--- config.mk ---
export PLATFORM = sky130hd
export DESIGN_NAME = speed_select
export DESIGN_NICKNAME = d
export VERILOG_FILES = /design/src/rtl/speed_select.sv
export SDC_FILE = /design/constraint.sdc
export NUM_CORES = 1
export LEC_CHECK = 0
export BUFFER_PORTS_ARGS = -buffer_cell sky130_fd_sc_hd__buf_2
export CORE_AREA = 5 5 88 90
export DETAILED_ROUTE_END_ITERATION = 10
export DIE_AREA = 0 0 93 95
export PLACE_DENSITY = 0.79
export RECOVER_POWER = 25
export SLEW_MARGIN = 20
export SYNTH_ARGS = -nofsm -noshare
export SYNTH_HDL_FRONTEND = slang
export SYNTH_SLANG_ARGS = --single-unit
--- constraint.sdc ---
create_clock -name clk -period 1.8 [get_ports clk]
set_input_delay 0.27 -clock clk [delete_from_list [all_inputs] [get_ports clk]]
set_output_delay 0.27 -clock clk [all_outputs]
set_load 0.01 [all_outputs]
--- src/rtl/speed_select.sv ---
// speed_select: three pushbuttons (up, down, stop) turned into a saturating
// 8-bit speed setting and a stop toggle. Each button is synchronized, then
// debounced against a 1 ms tick. Holding exactly one direction button
// auto-repeats the step.
module speed_select #(
   parameter int unsigned TICK_M     = 100_000,
   parameter int unsigned DB_MS      = 20,
   parameter int unsigned HOLD_MS    = 500,
   parameter int unsigned RPT_MS     = 100,
   parameter int unsigned STEP       = 8,
   parameter int unsigned INIT_SPEED = 0
) (
   input  logic       clk,
   input  logic       reset,
   input  logic       btn_up,
   input  logic       btn_down,
   input  logic       btn_stop,
   output logic [7:0] speed,
   output logic       stop,
   output logic       changed
);

   localparam int unsigned PRE_W    = $clog2(TICK_M + 1);
   localparam int unsigned DB_W     = $clog2(DB_MS + 1);
   localparam int unsigned HOLD_MAX = (HOLD_MS > RPT_MS) ? HOLD_MS : RPT_MS;
   localparam int unsigned HOLD_W   = $clog2(HOLD_MAX + 1);

   // Button indices shared by the synchronizer, debouncer and press vectors.
   localparam int B_UP   = 0;
   localparam int B_DN   = 1;
   localparam int B_STOP = 2;

   typedef enum logic [1:0] {
      DB_LOW       = 2'd0,
      DB_WAIT_HIGH = 2'd1,
      DB_HIGH      = 2'd2,
      DB_WAIT_LOW  = 2'd3
   } db_state_e;

   logic [2:0]        sync1_q, sync1_d;
   logic [2:0]        sync2_q, sync2_d;
   logic [PRE_W-1:0]  presc_q, presc_d;
   logic              tick;

   db_state_e         db_state_q [3];
   db_state_e         db_state_d [3];
   logic [DB_W-1:0]   db_cnt_q   [3];
   logic [DB_W-1:0]   db_cnt_d   [3];
   logic [2:0]        press_q, press_d;
   logic [1:0]        level;

   logic [HOLD_W-1:0] hold_cnt_q, hold_cnt_d;
   logic              rpt_phase_q, rpt_phase_d;
   logic              rpt_up_q, rpt_up_d;
   logic              rpt_dn_q, rpt_dn_d;

   logic [7:0]        speed_q, speed_d;
   logic              stop_q, stop_d;
   logic              changed_q, changed_d;
   logic [8:0]        sum9, diff9;
   logic              up_req, dn_req, conflict;

   // Two-stage synchronizer input and the free-running prescaler.
   always_comb begin
      sync1_d = {btn_stop, btn_down, btn_up};
      sync2_d = sync1_q;
      tick    = (presc_q == PRE_W'(TICK_M - 1));
      presc_d = tick ? '0 : presc_q + PRE_W'(1);
   end

   // State register for synchronizers, prescaler and debounce FSMs.
   always_ff @(posedge clk) begin
      if (reset) begin
         sync1_q <= '0;
         sync2_q <= '0;
         presc_q <= '0;
         press_q <= '0;
         for (int i = 0; i < 3; i++) begin
            db_state_q[i] <= DB_LOW;
            db_cnt_q[i]   <= '0;
         end
      end else begin
         sync1_q <= sync1_d;
         sync2_q <= sync2_d;
         presc_q <= presc_d;
         press_q <= press_d;
         for (int i = 0; i < 3; i++) begin
            db_state_q[i] <= db_state_d[i];
            db_cnt_q[i]   <= db_cnt_d[i];
         end
      end
   end

   // Debounce next-state: a level is accepted after DB_MS stable ticks.
   always_comb begin
      for (int i = 0; i < 3; i++) begin
         db_state_d[i] = db_state_q[i];
         db_cnt_d[i]   = db_cnt_q[i];
         case (db_state_q[i])
            DB_LOW: begin
               if (sync2_q[i]) begin
                  db_state_d[i] = DB_WAIT_HIGH;
                  db_cnt_d[i]   = '0;
               end
            end
            DB_WAIT_HIGH: begin
               if (!sync2_q[i]) begin
                  db_state_d[i] = DB_LOW;
               end else if (tick) begin
                  if (db_cnt_q[i] == DB_W'(DB_MS - 1)) db_state_d[i] = DB_HIGH;
                  else db_cnt_d[i] = db_cnt_q[i] + DB_W'(1);
               end
            end
            DB_HIGH: begin
               if (!sync2_q[i]) begin
                  db_state_d[i] = DB_WAIT_LOW;
                  db_cnt_d[i]   = '0;
               end
            end
            DB_WAIT_LOW: begin
               if (sync2_q[i]) begin
                  db_state_d[i] = DB_HIGH;
               end else if (tick) begin
                  if (db_cnt_q[i] == DB_W'(DB_MS - 1)) db_state_d[i] = DB_LOW;
                  else db_cnt_d[i] = db_cnt_q[i] + DB_W'(1);
               end
            end
            default: db_state_d[i] = DB_LOW;
         endcase
      end
   end

   // Debounce outputs: press pulse on entry to HIGH, level for direction buttons.
   always_comb begin
      for (int i = 0; i < 3; i++) begin
         press_d[i] = (db_state_q[i] == DB_WAIT_HIGH) && (db_state_d[i] == DB_HIGH);
      end
      for (int i = 0; i < 2; i++) begin
         level[i] = (db_state_q[i] == DB_HIGH) || (db_state_q[i] == DB_WAIT_LOW);
      end
   end

   // Auto-repeat: HOLD_MS ticks to the first repeat, then one every RPT_MS ticks.
   always_comb begin
      hold_cnt_d  = hold_cnt_q;
      rpt_phase_d = rpt_phase_q;
      rpt_up_d    = 1'b0;
      rpt_dn_d    = 1'b0;
      if (!(level[B_UP] ^ level[B_DN]) || (press_q[B_UP] && press_q[B_DN])) begin
         hold_cnt_d  = '0;
         rpt_phase_d = 1'b0;
      end else if (tick) begin
         if (hold_cnt_q == (rpt_phase_q ? HOLD_W'(RPT_MS - 1) : HOLD_W'(HOLD_MS - 1))) begin
            hold_cnt_d  = '0;
            rpt_phase_d = 1'b1;
            rpt_up_d    = level[B_UP];
            rpt_dn_d    = level[B_DN];
         end else begin
            hold_cnt_d = hold_cnt_q + HOLD_W'(1);
         end
      end
   end

   // Saturating speed update, stop toggle and change detection.
   always_comb begin
      up_req   = press_q[B_UP] | rpt_up_q;
      dn_req   = press_q[B_DN] | rpt_dn_q;
      conflict = (level[B_UP] && level[B_DN]) || (up_req && dn_req);
      sum9     = {1'b0, speed_q} + 9'(STEP);
      diff9    = {1'b0, speed_q} - 9'(STEP);
      speed_d  = speed_q;
      if (!conflict) begin
         if (up_req)      speed_d = sum9[8]  ? 8'hFF : sum9[7:0];
         else if (dn_req) speed_d = diff9[8] ? 8'h00 : diff9[7:0];
      end
      stop_d    = stop_q ^ press_q[B_STOP];
      changed_d = (speed_d != speed_q) || (stop_d != stop_q);
   end

   // Output and repeat registers.
   always_ff @(posedge clk) begin
      if (reset) begin
         hold_cnt_q  <= '0;
         rpt_phase_q <= 1'b0;
         rpt_up_q    <= 1'b0;
         rpt_dn_q    <= 1'b0;
         speed_q     <= 8'(INIT_SPEED);
         stop_q      <= 1'b0;
         changed_q   <= 1'b0;
      end else begin
         hold_cnt_q  <= hold_cnt_d;
         rpt_phase_q <= rpt_phase_d;
         rpt_up_q    <= rpt_up_d;
         rpt_dn_q    <= rpt_dn_d;
         speed_q     <= speed_d;
         stop_q      <= stop_d;
         changed_q   <= changed_d;
      end
   end

   assign speed   = speed_q;
   assign stop    = stop_q;
   assign changed = changed_q;

endmodule

==> results.py, run 1 <==
metrics = {
    "run_status": {
        "status": "complete, but fails checks",
        "violations": "negative setup slack",
    },
    "cts": {
        "root_buffer": "clkbuf_8",
        "path_clk_slew_ns": 0.07,
        "cts_max_path_buffers": 2,
        "cts_tree": "done",
        "htree_levels": 3,
        "numCtsBuffers": 9,
        "worst_skew_pair.late_latency_ns": 0.34,
        "cts_hold_buffers": 0,
        "numClockSinks": 69,
    },
    "placed_design": {
        "place_area_um2": 3792,
        "dp_hpwl_um": 5511,
        "io_buffers": 14,
        "place_ws_ns": -0.1304,
        "gp_congestion": 0.9307,
    },
    "setup_path": {
        "crit_type": "flop to flop",
        "arrival_ns": 2.15,
        "critPathCaptureType": "flop",
        "slowest_delay_ns": 0.39,
        "r2r_cells": 6,
        "startpoint_type": "flop",
        "path_max_fanout": 8,
        "slowest_stage": "or3_4",
        "crit_chain": "ha_4 > nand4bb_1 > or2_4 > or3_4 > or3b_1 > a21oi_2",
        "required_ns": 2.07,
    },
    "sta": {
        "finalHoldViolations": 0,
        "period_minus_slack_ns": 1.871,
        "setup_viol": 5,
        "rsz0062_at_grt": "yes",
        "finalSetupTns_ns": -0.1627,
        "max_freq_mhz": 534.4,
        "slew_headroom": 0.1534,
        "finClkSkew_ns": 0.01109,
        "fin_ws_ns": -0.07120,
        "slew_viol_final": 0,
        "worst_pin_slew_ns": 1.270,
        "fin_crit_sh": 1.040,
    },
    "grt": {
        "grt_usage": 0.1813,
        "grt_max_degree": 29,
        "grt_pass1_vias": 2931,
        "grt_remaining_overflow": 0,
        "grt_pass1_wl_um": 12820,
        "antenna_found_initial": 0,
    },
    "synth": {
        "syn_inst": 390,
        "synth_common_cells": "dfxtp_1, nor2_1, nand2_1, a21oi_1, nand3_1",
        "ys_dominant_reg_cell": "dfxtp_1",
        "synthArstFlopShare": 0,
        "ys_ff_latch": 69,
        "seq_area_frac_synth": 0.4152,
        "synth_enable_flop_cells": 0,
        "synth.most_common_cell": "dfxtp_1",
        "synth_area_leaders": "dfxtp_1, nor2_1, xnor2_1",
        "yosys_warnings": 0,
        "synth.avg_cell_area_um2": 8.531,
        "synth_top_area_cell": "dfxtp_1",
        "syn_area_um2": 3327,
        "yosys.area.top_type_share": 0.4152,
        "syn_nets": 403,
        "synth.distinct_cells": 57,
    },
    "die": {
        "dieArea_um2": 8835,
        "core_um2": 6982,
        "std_cell_rows": 31,
        "start_util": 0.4765,
        "die_x_um": 93,
        "ioPinCount": 15,
        "die_h_um": 95,
    },
    "power_and_ir_drop": {
        "power_mw": 2.732,
        "internal-power_mw": 2.110,
        "power.clock.fraction": 0.395,
        "leakage_nw": 1.489,
        "irDropWorstVdd_mv": 0.3220,
        "p_comb_frac": 0.035,
        "p_per_area_nw_per_um2": 653.7,
        "power_switching_mw": 0.6221,
        "power_switching_share": 0.2277,
        "power_frac_seq": 0.569,
    },
    "drt": {
        "via_per_inst": 5.719,
        "vias": 3088,
        "drtPass1Iterations": 4,
        "ant_nets": 0,
        "wl_per_cell_um": 14.77,
        "drt_iter0_markers": 167,
        "drc": 0,
        "wl_um": 7977,
    },
    "cells_and_area": {
        "diodes": 0,
        "area_growth_pct": 25.61,
        "final_cell_area_um2": 4179,
        "layout-drive-gt1-share": 0.2424,
        "multi_input_area_um2": 2038,
        "fin_nets": 467,
        "regArea_um2": 1388,
        "nFillCells": 579,
        "final_util": 0.5986,
    },
    "worst_hold_path": {
        "min_path_cells": 2,
        "holdCritPathClass": "input pin to flop",
    },
    "run": {
        "maxCapViolCount": 0,
    },
}
## final timing paths
path	startpoint	end	slack, ns
worst min-delay path	btn_stop	sync1_q[2]$_SDFF_PP0_	0.13
worst max register to register	presc_q[1]$_SDFF_PP0_	hold_cnt_q[6]$_SDFFE_PP0N_	-0.07
worst min register to register	sync1_q[0]$_SDFF_PP0_	sync2_q[0]$_SDFF_PP0_	0.44
worst max-delay path	presc_q[1]$_SDFF_PP0_	hold_cnt_q[6]$_SDFFE_PP0N_	-0.07
## power by group through the flow
stage | Clock, mW | Sequential [mW] | Combinational (mW)
floorplan | 0 | 1.59 | 0.0508
global placement | 0 | 1.59 | 0.0827
detailed placement | 0 | 1.59 | 0.0844
CTS | 1.10 | 1.55 | 0.0889
global route | 1.16 | 1.56 | 0.108
finish | 1.08 | 1.56 | 0.0967
## registers in the layout, indices dropped and copies added (netlist names), 3 cells and up
register and count:
sync2_q 3, speed 8, db_state_q 6, db_cnt_q 15
press_q 3, presc_q 17, hold_cnt_q 9, sync1_q 3
## cells in the final DEF (no fill, tap or decap), types with 4 or more instances in the layout
cell,instances
a21oi_1,20
and3_1,7
buf_2,7
buf_4,49
clkbuf_1,11
clkbuf_8,10
dfxtp_1,64
dfxtp_2,5
ha_1,7
inv_1,8
mux2i_1,4
nand2_1,31
nand2b_1,4
nand3_1,20
nand4_1,11
nor2_1,47
nor2b_1,9
nor3_1,14
nor4_1,5
o21ai_0,11
o21ai_1,4
or3_1,8
xnor2_1,14
xor2_1,13
## final cells by class
class	instances	share of cell area
multi-input combinational	299	0.4877
sequential	69	0.3320
timing repair buffer	66	0.1090
clock buffer	13	0.03563
tap	82	0.02455
inverter	9	0.008683
clock inverter	2	0.002395
## worst max-delay path: cells and delay by family, from the launching register on
| kind | cells | cell delay, ns |
|---|---|---|
| AO/OA/AOI/OAI | 1 | 0.14 |
| flip-flops | 1 | 0.36 |
| AND/OR/NAND/NOR | 4 | 1.18 |
| adder cells (fa/ha/maj) | 1 | 0.13 |
## metal layers
metal	vias to the layer above	share of wire	GRT usage
li1	1528	-	-
met1	1477	0.42	0.2067
met2	65	0.52	0.3161
met3	18	0.040	0.04861
met4	0	0.021	0.08425
met5	-	0	0
## kinds of logic after synthesis
group | after synthesis | synth area share
AOI/OAI and AO/OA | 64 | 0.1264
xor gates and xnor gates | 28 | 0.07371
adders and majority gates | 8 | 0.03009
buffers and inverters | 22 | 0.02820
DFF | 69 | 0.4152
muxes | 4 | 0.01204
and+or+nand+nor | 195 | 0.3144
## stage by stage
step	hold slack [ns]	cells
finish	0.1313	540
global route	0.1256	540
CTS	0.1257	538
detailed placement	0.4385	518
global placement	0.4341	518
floorplan	0.3982	390
## what timing repair did
item | in CTS | in global routing
setup buffers | 5 | 2
gates resized for setup | 4 | 37
pin swaps | 5 | 8
setup endpoints to repair | 17 | 44
hold endpoints to repair | 0 | 0
Power figures use the tool's default switching activity.
==> run 2, diff against run 1 <==
--- a/config.mk
+++ b/config.mk
@@ -5,11 +5,11 @@
 export SDC_FILE = /design/constraint.sdc
 export NUM_CORES = 1
 export LEC_CHECK = 0
-export BUFFER_PORTS_ARGS = -buffer_cell sky130_fd_sc_hd__buf_2
 export CORE_AREA = 5 5 88 90
 export DETAILED_ROUTE_END_ITERATION = 10
 export DIE_AREA = 0 0 93 95
-export PLACE_DENSITY = 0.79
+export DONT_BUFFER_PORTS = 1
+export PLACE_DENSITY = 0.77
 export RECOVER_POWER = 25
 export SLEW_MARGIN = 20
 export SYNTH_ARGS = -nofsm -noshare
==> results.py, run 2 (same netlist as run 1, synthesis figures left out) <==
metrics = {
    "sta": {
        "worst_pin_slew_ns": 0.9186,
        "rsz0062_at_grt": "yes",
        "fin_ws_ns": -0.02139,
        "fin_crit_sh": 1.012,
        "max_freq_mhz": 549.0,
        "setup_viol": 4,
        "finalHoldViolations": 0,
        "hold_slack_ns": 0.02663,
        "slew_viol_final": 0,
        "finClkSkew_ns": 0.008868,
        "slew_headroom": 0.3855,
        "period_minus_slack_ns": 1.821,
    },
    "setup_path": {
        "slowest_delay_ns": 0.44,
        "startpoint_type": "flop",
        "critPathCaptureType": "flop",
        "slowest_stage": "nor4_1",
        "arrival_ns": 2.04,
        "crit_type": "flop to flop",
        "path_max_fanout": 8,
        "required_ns": 2.02,
        "crit_chain": "ha_4 > nand4bb_1 > or2_4 > or2_1 > nor4_1",
        "path_buf_inv": 0,
        "critPathTopFamily": "simple AND/OR/NAND/NOR gates",
    },
    "placed_design": {
        "dp_hpwl_um": 5313,
        "gp_congestion": 0.8948,
        "io_buffers": 0,
    },
    "drt": {
        "drt_iter0_markers": 181,
        "drc": 0,
        "via_per_inst": 5.853,
        "ant_nets": 0,
        "wl_um": 8144,
        "drtPass1Iterations": 5,
        "wl_per_cell_um": 15.34,
        "vias": 3108,
    },
    "cts": {
        "root_buffer": "clkbuf_8",
        "cts_tree": "done",
        "cts_max_path_buffers": 2,
        "numClockSinks": 69,
        "path_clk_slew_ns": 0.07,
        "htree_levels": 3,
        "numCtsBuffers": 9,
        "worst_skew_pair.late_latency_ns": 0.35,
    },
    "cells_and_area": {
        "largest-register": "presc_q",
        "final_cell_mix": "dfxtp_1, nor2_1, buf_4",
        "regArea_um2": 1394,
        "nFillCells": 593,
        "final_util": 0.5973,
        "largest_registers": "presc_q (17), db_cnt_q (15), hold_cnt_q (9)",
        "largest_reg_flops": 17,
        "area_growth_pct": 25.35,
        "layout-drive-gt1-share": 0.2249,
        "diodes": 0,
        "multi_input_area_um2": 2036,
        "fin_nets": 458,
        "final_common_cell": "dfxtp_1",
    },
    "run_status": {
        "violations": "negative setup slack",
        "status": "complete, but fails checks",
    },
    "die": {
        "die_x_um": 93,
        "dieArea_um2": 8835,
        "die_h_um": 95,
        "ioPinCount": 15,
        "start_util": 0.4765,
        "core_um2": 6982,
        "std_cell_rows": 31,
    },
    "grt": {
        "grt_max_degree": 22,
        "grt_pass1_vias": 2954,
        "grt_pass1_wl_um": 12910,
        "grt_usage": 0.1830,
        "antenna_found_initial": 1,
        "grt_remaining_overflow": 0,
    },
    "power_and_ir_drop": {
        "irDropWorstVdd_mv": 0.3564,
        "power_mw": 2.845,
        "p_per_area_nw_per_um2": 682.1,
        "leakage_nw": 1.482,
    },
    "worst_hold_path": {
        "holdCritPathClass": "input pin to flop",
    },
    "run": {
        "maxCapViolCount": 0,
    },
}
run 2: layout make-up:
type	instances	area share
repair buffers	56	0.1017
clock inverters	5	0.01260
well taps	82	0.02460
flip-flops and latches	69	0.3342
inverters	9	0.008101
clock buffers	10	0.03060
multi-input cells	300	0.4881
run 2: per-layer routing:
layer	GRT usage	wire (µm)	up-vias	part of all wire
li1	-	-	1518	-
met1	0.2068	3418	1508	0.42
met2	0.3239	4226	62	0.52
met3	0.04861	324	18	0.040
met4	0.08059	163	2	0.020
met5	0	11	-	0.0014
run 2: path summary, 6_finish.rpt:
check,from,slack [ns],to,cells after the start
worst max-delay path,presc_q[1]$_SDFF_PP0_,-0.02,press_q[0]$_SDFF_PP0_,5
worst min-delay path,reset,0.03,speed[7]$_SDFF_PP0_,1
worst min register to register,sync1_q[0]$_SDFF_PP0_,0.45,sync2_q[0]$_SDFF_PP0_,1
worst max register to register,presc_q[1]$_SDFF_PP0_,-0.02,press_q[0]$_SDFF_PP0_,5
run 2: stage by stage:
step	TNS, ns	cell area (µm²)	setup WS [ns]	instances
6_report	-0.05299	4170	-0.02139	531
5_1_grt	-1.052	4170	-0.1357	531
4_1_cts	-0.01472	4005	-0.008186	528
3_5_place_dp	-0.4725	3737	-0.09385	506
3_3_place_gp	-0.1629	3737	-0.04997	506
2_1_floorplan	-0.04973	3361	-0.02810	390
run 2: power breakdown:
group	switching (mW)	internal [mW]	leakage (nW)	total [mW]
logic	0.0530	0.0416	0.829	0.0946
clock network	0.575	0.625	0.0919	1.20
registers	0.0132	1.54	0.561	1.55
total	0.641	2.20	1.48	2.84
run 2: timing repair:
| action | 4_1_cts | 5_1_grt |
|---|---|---|
| endpoints found under the hold margin | 26 | 0 |
| buffers inserted | 1 | 2 |
| gates cloned | 0 | 1 |
| hold buffers | 6 | 0 |
| gates resized for setup | 3 | 34 |
| pin swaps | 3 | 13 |
| setup endpoints to repair | 13 | 39 |
==> run 3, diff against run 2 <==
--- a/config.mk
+++ b/config.mk
@@ -5,11 +5,11 @@
 export SDC_FILE = /design/constraint.sdc
 export NUM_CORES = 1
 export LEC_CHECK = 0
-export CORE_AREA = 5 5 88 90
+export CORE_AREA = 5 5 83 85
 export DETAILED_ROUTE_END_ITERATION = 10
-export DIE_AREA = 0 0 93 95
+export DIE_AREA = 0 0 88 90
 export DONT_BUFFER_PORTS = 1
-export PLACE_DENSITY = 0.77
+export PLACE_DENSITY = 0.85
 export RECOVER_POWER = 25
 export SLEW_MARGIN = 20
 export SYNTH_ARGS = -nofsm -noshare
==> results.py, run 3 (same netlist as run 1, synthesis figures left out) <==
metrics = {
    "sta": {
        "rsz0062_at_grt": "yes",
        "finalHoldViolations": 0,
        "slew_headroom": 0.4393,
        "hold_slack_ns": 0.01760,
        "fin_ws_ns": -0.02491,
        "fin_crit_sh": 1.014,
        "finClkSkew_ns": 0.005460,
        "period_minus_slack_ns": 1.825,
        "finalSetupTns_ns": -0.04784,
        "max_freq_mhz": 548.0,
        "slew_viol_final": 0,
        "worst_pin_slew_ns": 0.8382,
        "setup_viol": 3,
    },
    "cts": {
        "cts_max_path_buffers": 2,
        "root_buffer": "clkbuf_8",
        "numClockSinks": 69,
        "worst_skew_pair.late_latency_ns": 0.35,
        "path_clk_slew_ns": 0.07,
        "htree_levels": 3,
        "numCtsBuffers": 9,
        "cts_tree": "done",
    },
    "run_status": {
        "violations": "negative setup slack",
        "status": "complete, but fails checks",
    },
    "die": {
        "std_cell_rows": 29,
        "die_h_um": 90,
        "start_util": 0.5425,
        "ioPinCount": 15,
        "dieArea_um2": 7920,
        "die_x_um": 88,
        "core_um2": 6132,
    },
    "cells_and_area": {
        "fin_cells": 522,
        "final_cell_mix": "dfxtp_1, nor2_1, buf_4",
        "layout-drive-gt1-share": 0.2090,
        "regArea_um2": 1385,
        "nFillCells": 464,
        "diodes": 0,
        "multi_input_area_um2": 2006,
        "final_common_cell": "dfxtp_1",
        "largest-register": "presc_q",
        "fin_nets": 453,
        "largest_registers": "presc_q (17), db_cnt_q (15), hold_cnt_q (9)",
        "area_growth_pct": 23.05,
        "final_cell_area_um2": 4094,
        "largest_reg_flops": 17,
        "final_util": 0.6676,
    },
    "setup_path": {
        "startpoint_type": "flop",
        "critPathCaptureType": "flop",
        "arrival_ns": 2.06,
        "slowest_delay_ns": 0.54,
        "required_ns": 2.04,
        "slowest_stage": "or4b_4",
        "crit_chain": "or4b_4 > a2111oi_4 > buf_4 > nor3_1 > a311o_1",
        "crit_type": "flop to flop",
        "path_max_fanout": 6,
    },
    "grt": {
        "grt_remaining_overflow": 0,
        "antenna_found_initial": 0,
        "grt_pass1_wl_um": 12810,
        "grt_pass1_vias": 2928,
        "grt_usage": 0.2011,
        "grt_max_degree": 33,
    },
    "drt": {
        "vias": 3116,
        "via_per_inst": 5.969,
        "wl_um": 8003,
        "wl_per_cell_um": 15.33,
        "drt_iter0_markers": 190,
        "drc": 0,
        "drtPass1Iterations": 4,
        "ant_nets": 0,
    },
    "power_and_ir_drop": {
        "p_per_area_nw_per_um2": 678.5,
        "leakage_nw": 1.435,
        "power_mw": 2.778,
        "irDropWorstVdd_mv": 0.5542,
    },
    "placed_design": {
        "io_buffers": 0,
        "place_ws_ns": -0.1390,
        "gp_congestion": 0.8757,
        "placed_cells": 493,
        "dp_hpwl_um": 5325,
        "place_area_um2": 3671,
    },
    "worst_hold_path": {
        "holdCritPathClass": "input pin to flop",
    },
    "run": {
        "maxCapViolCount": 0,
    },
}
-- run 3: path summary, 6_finish.rpt --
check                                                 start                           to  slack, ns  cells past startpoint
worst max-delay path             hold_cnt_q[8]$_SDFFE_PP0N_   hold_cnt_q[4]$_SDFFE_PP0N_      -0.02                      5
worst min-delay path                                  reset          speed[7]$_SDFF_PP0_       0.02                      1
worst max register to register   hold_cnt_q[8]$_SDFFE_PP0N_   hold_cnt_q[4]$_SDFFE_PP0N_      -0.02                      5
worst min register to register  db_cnt_q[0][4]$_SDFFE_PP0P_  db_cnt_q[0][4]$_SDFFE_PP0P_       0.48                      2
-- run 3: per-layer routing --
layer | track usage | share of wire | vias up
li1 | - | - | 1515
met1 | 0.2363 | 0.42 | 1500
met2 | 0.3329 | 0.51 | 83
met3 | 0.06307 | 0.046 | 18
met4 | 0.08312 | 0.023 | 0
met5 | 0 | 0 | -
-- run 3: power breakdown --
part           internal [mW]  total [mW]  switching (mW)
Combinational         0.0432      0.0923          0.0491
Clock                  0.576        1.13           0.555
Sequential              1.54        1.55          0.0129
-- run 3: timing repair --
item	in CTS	in global routing
gates cloned	1	0
pin swaps	3	7
hold buffers	7	1
endpoints found under the hold margin	26	19
buffers inserted	2	2
gates resized for setup	5	26
setup endpoints to repair	14	38
-- run 3: final cells by class --
| class | count | area share |
|---|---|---|
| multi-input cells | 300 | 0.4899 |
| inverters | 9 | 0.008863 |
| flip-flops and latches | 69 | 0.3383 |
| clock buffers | 15 | 0.04065 |
| repair buffers | 51 | 0.09749 |
| well taps | 77 | 0.02353 |
| clock inverters | 1 | 0.001222 |
-- run 3: worst max-delay path: cells and delay by family, from the launching register on --
kind                   cells  cell delay [ns]
buffers and inverters      1             0.21
and+or+nand+nor            2             0.60
AOI/OAI and AO/OA          2             0.59
DFF                        1             0.32
